**src/rtl/line_read_extract_pkg.sv**
```systemverilog
// Shared types and geometry for the line-buffered read extractor.
package line_read_extract_pkg;

   localparam int LINE_WIDTH  = 128;
   localparam int OFFSET_BITS = 4;
   localparam int TAG_BITS    = 12;

   typedef enum logic [1:0] {
      ST_IDLE    = 2'd0,
      ST_FETCH   = 2'd1,
      ST_RESPOND = 2'd2
   } state_t;

endpackage

```
**src/rtl/line_read_extract_line_select.sv**
```systemverilog
// Combinational word/byte extraction from a 128-bit cache line.
module line_select
   import line_read_extract_pkg::*;
(
   input  logic [LINE_WIDTH-1:0]  i_line,
   input  logic [OFFSET_BITS-1:0] i_offset,
   input  logic [1:0]             i_byte_enable,
   output logic [15:0]            o_data
);

   // Bit positions of the addressed halfword (offset[0] dropped) and byte.
   logic [6:0] w_word_lsb;
   logic [6:0] w_byte_lsb;

   assign w_word_lsb = {i_offset[3:1], 4'h0};
   assign w_byte_lsb = {i_offset, 3'b000};

   // Word read for 2'b11, otherwise a zero-extended byte.
   always_comb begin
      o_data = 16'h0000;
      if (i_byte_enable == 2'b11) begin
         o_data = i_line[w_word_lsb +: 16];
      end else begin
         o_data = {8'h00, i_line[w_byte_lsb +: 8]};
      end
   end

endmodule

```
**src/rtl/line_read_extract.sv**
```systemverilog
// One-entry line buffer in front of a line-wide cache; serves 16-bit/8-bit CPU reads.
module line_read_extract
   import line_read_extract_pkg::*;
(
   input  logic                  clk,
   input  logic                  reset_n,
   input  logic                  cpu_read,
   input  logic [15:0]           cpu_address,
   input  logic [1:0]            byte_enable,
   input  logic                  invalidate,
   output logic [15:0]           cpu_rdata,
   output logic                  cpu_resp,
   output logic                  line_read,
   output logic [15:0]           line_address,
   input  logic [LINE_WIDTH-1:0] line_rdata,
   input  logic                  line_resp
);

   state_t                  r_state;
   state_t                  w_next;
   logic                    r_valid;
   logic [TAG_BITS-1:0]     r_tag;
   logic [LINE_WIDTH-1:0]   r_buf;
   logic [15:0]             r_addr;
   logic [1:0]              r_be;
   logic                    w_hit;
   logic [15:0]             w_sel_data;

   // A same-cycle invalidate must not let a stale line count as a hit.
   assign w_hit = r_valid && (r_tag == cpu_address[15:OFFSET_BITS]) && !invalidate;

   line_select u_line_select (
      .i_line        (r_buf),
      .i_offset      (r_addr[OFFSET_BITS-1:0]),
      .i_byte_enable (r_be),
      .o_data        (w_sel_data)
   );

   // State register.
   always_ff @(posedge clk or negedge reset_n) begin
      if (!reset_n) r_state <= ST_IDLE;
      else          r_state <= w_next;
   end

   // Request latch and line buffer; invalidate wins over a coincident fill.
   always_ff @(posedge clk or negedge reset_n) begin
      if (!reset_n) begin
         r_valid <= 1'b0;
         r_tag   <= '0;
         r_buf   <= '0;
         r_addr  <= 16'h0000;
         r_be    <= 2'b00;
      end else begin
         if (r_state == ST_IDLE && cpu_read) begin
            r_addr <= cpu_address;
            r_be   <= byte_enable;
         end
         if (r_state == ST_FETCH && line_resp) begin
            r_buf   <= line_rdata;
            r_tag   <= r_addr[15:OFFSET_BITS];
            r_valid <= 1'b1;
         end
         if (invalidate) r_valid <= 1'b0;
      end
   end

   // Next state and outputs; everything idles at zero outside its active state.
   always_comb begin
      w_next       = r_state;
      cpu_resp     = 1'b0;
      cpu_rdata    = 16'h0000;
      line_read    = 1'b0;
      line_address = 16'h0000;
      case (r_state)
         ST_IDLE: begin
            if (cpu_read) w_next = w_hit ? ST_RESPOND : ST_FETCH;
         end
         ST_FETCH: begin
            line_read    = 1'b1;
            line_address = {r_addr[15:OFFSET_BITS], {OFFSET_BITS{1'b0}}};
            if (line_resp) w_next = ST_RESPOND;
         end
         ST_RESPOND: begin
            cpu_resp  = 1'b1;
            cpu_rdata = w_sel_data;
            w_next    = ST_IDLE;
         end
         default: w_next = ST_IDLE;
      endcase
   end

endmodule

```
**config.mk**
```make
export PLATFORM = sky130hd
export DESIGN_NAME = line_read_extract
export DESIGN_NICKNAME = d
export VERILOG_FILES = /design/src/rtl/line_read_extract_pkg.sv /design/src/rtl/line_read_extract_line_select.sv /design/src/rtl/line_read_extract.sv
export SDC_FILE = /design/constraint.sdc
export NUM_CORES = 1
export LEC_CHECK = 0
export BUFFER_PORTS_ARGS = -buffer_cell sky130_fd_sc_hd__buf_2
export CELL_PAD_IN_SITES_DETAIL_PLACEMENT = 1
export CELL_PAD_IN_SITES_GLOBAL_PLACEMENT = 1
export CORE_MARGIN = 3
export CORE_UTILIZATION = 40
export CTS_BUF_LIST = sky130_fd_sc_hd__clkbuf_16
export DETAILED_ROUTE_END_ITERATION = 8
export HOLD_SLACK_MARGIN = 0.08
export PLACE_DENSITY_LB_ADDON = 0.05
export REMOVE_ABC_BUFFERS = 1
export SKIP_CTS_REPAIR_TIMING = 1
export SLEW_MARGIN = 40
export SYNTH_ARGS = -nofsm -noshare
export SYNTH_HDL_FRONTEND = slang
export SYNTH_SLANG_ARGS = --single-unit
```
**constraint.sdc**
```tcl
create_clock -name clk -period 1.99 [get_ports clk]
set_clock_uncertainty 0.2 [all_clocks]
set_input_delay 0.2985 -clock clk [delete_from_list [all_inputs] [get_ports clk]]
set_output_delay 0.2985 -clock clk [all_outputs]
set_load 0.005 [all_outputs]
```
==> summary.txt <==
Outcome
  – Status: finished, violations left
  – Failing checks: negative setup slack

Routing
  – DRT iter0 DRCs: about 210
  – DR DRC count: 0
  – Drt via density: roughly 5.2
  – Wirelength per Cell: roughly 21 um
  – Routed wire length: about 27000 um
  – Via count: 6596
  – Number of antenna-violating nets in the routed design: 0
  – First drt pass iteration count: 4

Yosys
  – Synth Area in Simple Gates: 4.36%
  – Post-synthesis sequential area ratio: 47.6%
  – Cell variety after synth: slightly above 40
  – Largest cells by area after synthesis: dfrtp_1 48%, mux2_2 22%, mux4_2 12%
  – Synthesis-stage register bit count: 161
  – Top cell type's share of synthesized area: 47.6%
  – Post-Syn Area per Cell: 14.2 um2
  – XOR/XNOR share of the synthesized area: 1.24%
  – Synthesis warning total: 0
  – Multiplexer area fraction after synthesis: 38.8%
  – Largest area contributor in the netlist: dfrtp_1
  – Async SR Flop Fraction: 100%
  – Commonest cells in the netlist: 167 x mux2_2, 161 x dfrtp_1, 44 x mux4_2
  – Post-Syn Instances: 597
  – Most common flop cell mapped by yosys: dfrtp_1
  – Post-Synth Adder-Cell Area: 0%
  – Most common cell in the netlist: mux2_2
  – Post-synth EDFFs: 0
  – Synth Area in Compound Gates: 3.56%
  – Largest family of logic cells by synthesized area: multiplexers
  – Post-Syn Area: ~8500 um2

Worst setup path
  – Arrival @ worst endpoint: about 2.2 ns
  – CP top delay family: multiplexers
  – Crit path max fanout: 7
  – Crit-path cells: buf_12 -> mux4_2 -> mux2_4 -> nand2_2 -> a21oi_2 -> buf_2
  – Slowest stage delay, CP: 0.52 ns
  – CP Capture Type: output pin
  – Worst EP required: 1.49 ns
  – Crit-path slowest cell: dfrtp_4
  – Crit start category: flop
  – CP Buf/Inv Count: 2
  – Crit Path Class: reg2out

Timing
  – Setup WS post-layout: -0.700 ns
  – Period utilisation layout: 135%
  – Sum Neg Setup Slack: -9.07 ns
  – WHS: 0.103 ns
  – RSZ-0062 raised after global routing: true
  – Final hold viol count: 0
  – Pins Over Slew Limit: 0
  – Fin crit period: 2.69 ns
  – Peak Freq: between 300 and 400 MHz
  – Final setup violation count: 16

GRT
  – Most Used Layer, Global Route: met2
  – Routing usage on met2: 35.6%
  – Remaining Overflow, GRT: 0
  – Initial antenna violation count: 0
  – Grt met1 use: 25.7%
  – Largest net degree at the start of global routing: 46
  – First-pass GRT wire length: between 30000 and 40000 um
  – GR Util met3: ~4.6%
  – Vias in the first global route: between 6000 and 7000
  – All-Layer GR Usage: 20.5%

Floorplanning
  – Die width: approximately 150 um
  – Row count: 52
  – Die Ht: between 150 and 200 um
  – Die ar.: 22900 um2
  – Floorplan Core Area: between 20000 and 25000 um2
  – Starting Density: 41.3%
  – IO Pins: 185

Placed design
  – HPWL Detailed: 17400 um
  – Global placer's final weighted congestion: roughly 0.81
  – PortBufs: 180
  – Placed Area: between 10000 and 15000 um2

Layout
  – Area growth syn-to-layout: 48.7%
  – Nets: 1135
  – Diode count: 0
  – Final core utilization: 61.4%
  – Finished Cell Area: roughly 13000 um2
  – Filler Cells Inserted: 2006
  – Fraction of layout cells with a size suffix above 1: 55.7%

Power
  – Total power: ~20000 uW
  – Maximum vdd drop: 751 uV
  – Lkg Pwr: 0.00551 uW
  – Pwr dens: 1610 nW/um2

Run
  – Max_cap viols: 0

CTS
  – CTS tree: built
  – Htree depth: 4
  – CTS root buf: clkbuf_16
  – Clock buffer depth: 2
  – Skew-Pair Late Insertion Delay: 0.43 ns
  – Clock transition at the registers of the reported paths: 0.07 ns
  – CTS Sinks: 161
  – CTS Buf Count: 17

Hold path
  – HP Class: in2async
[cell usage in the layout (no fill, tap or decap), types with 3 or more instances in the layout]
master	netlist	layout
clkinvlp_4	0	5
nand2_2	0	9
mux2i_1	28	27
o21ai_1	2	5
dfrtp_2	0	3
clkbuf_16	0	19
inv_6	0	4
mux4_2	44	49
buf_4	15	52
xnor2_1	8	8
and2_4	0	3
bufinv_16	0	4
buf_6	12	15
nand3_1	6	4
buf_2	14	177
and2_1	13	10
mux2_4	0	6
dfrtp_1	161	157
a21oi_1	21	8
inv_1	3	3
nand2_1	31	21
conb_1	1	4
dlygate4sd3_1	0	149
buf_12	1	16
o221ai_1	6	6
a21oi_2	0	13
xor2_1	4	4
mux2_2	167	161
nor2_1	16	15
[cells by family after synthesis]
logic type / count (synthesis)
AOI/OAI and AO/OA: 49
xor gates and xnor gates: 12
buffers and inverters: 52
DFF: 161
muxes: 244
other: 1
and+or+nand+nor: 78
[power by group]
| group | internal, uW | switching (uW) |
|---|---|---|
| logic | 6210 | 3990 |
| clock network | 2120 | 1460 |
| registers | 4990 | 1510 |
[cell type report]
| type | instances | area (um2) | area share [%] |
|---|---|---|---|
| clock inverter | 15 | 206 | 1.64 |
| tap | 270 | 338 | 2.68 |
| multi-input combinational | 387 | 4230 | 33.6 |
| inverter | 4 | 18.8 | 0.149 |
| clock buffer | 17 | 425 | 3.38 |
| sequential | 161 | 4040 | 32.1 |
| timing repair buffer | 413 | 3340 | 26.5 |
[worst paths after layout]
check                            from            to  slack (ns)  cells past startpoint
min                           reset_n     r_buf[55]        0.10                      2
max                         r_addr[3]  cpu_rdata[4]       -0.70                      6
min reg2reg                 r_tag[11]     r_tag[11]        0.33                      1
min in group clk             cpu_read    r_state[0]        0.28                      5
max in group asynchronous     reset_n     r_addr[3]        0.84                      3
max reg2reg                r_state[0]     r_buf[15]        0.07                      4
[metrics by stage]
| stage | cells | worst slack, ns |
|---|---|---|
| 4_1_cts | 1102 | -0.729 |
| 3_3_place_gp | 1070 | -0.202 |
| 3_5_place_dp | 1070 | -0.239 |
| 5_1_grt | 1267 | -0.774 |
| 2_1_floorplan | 552 | -2.76 |
| 6_report | 1267 | -0.700 |
[per-layer routing]
metal,wire [um],part of all wire (%)
met1,10800,40
met4,599,2.2
met5,0,0
met3,1050,3.9
met2,14600,54
[flip-flops by register name (all words and copies together), names as in the netlist]
name and count:
r_tag 12, r_be 2, r_state 2, r_valid 1, r_buf 128, r_addr 16
Note: power is estimated with default switching activity, not from simulation.
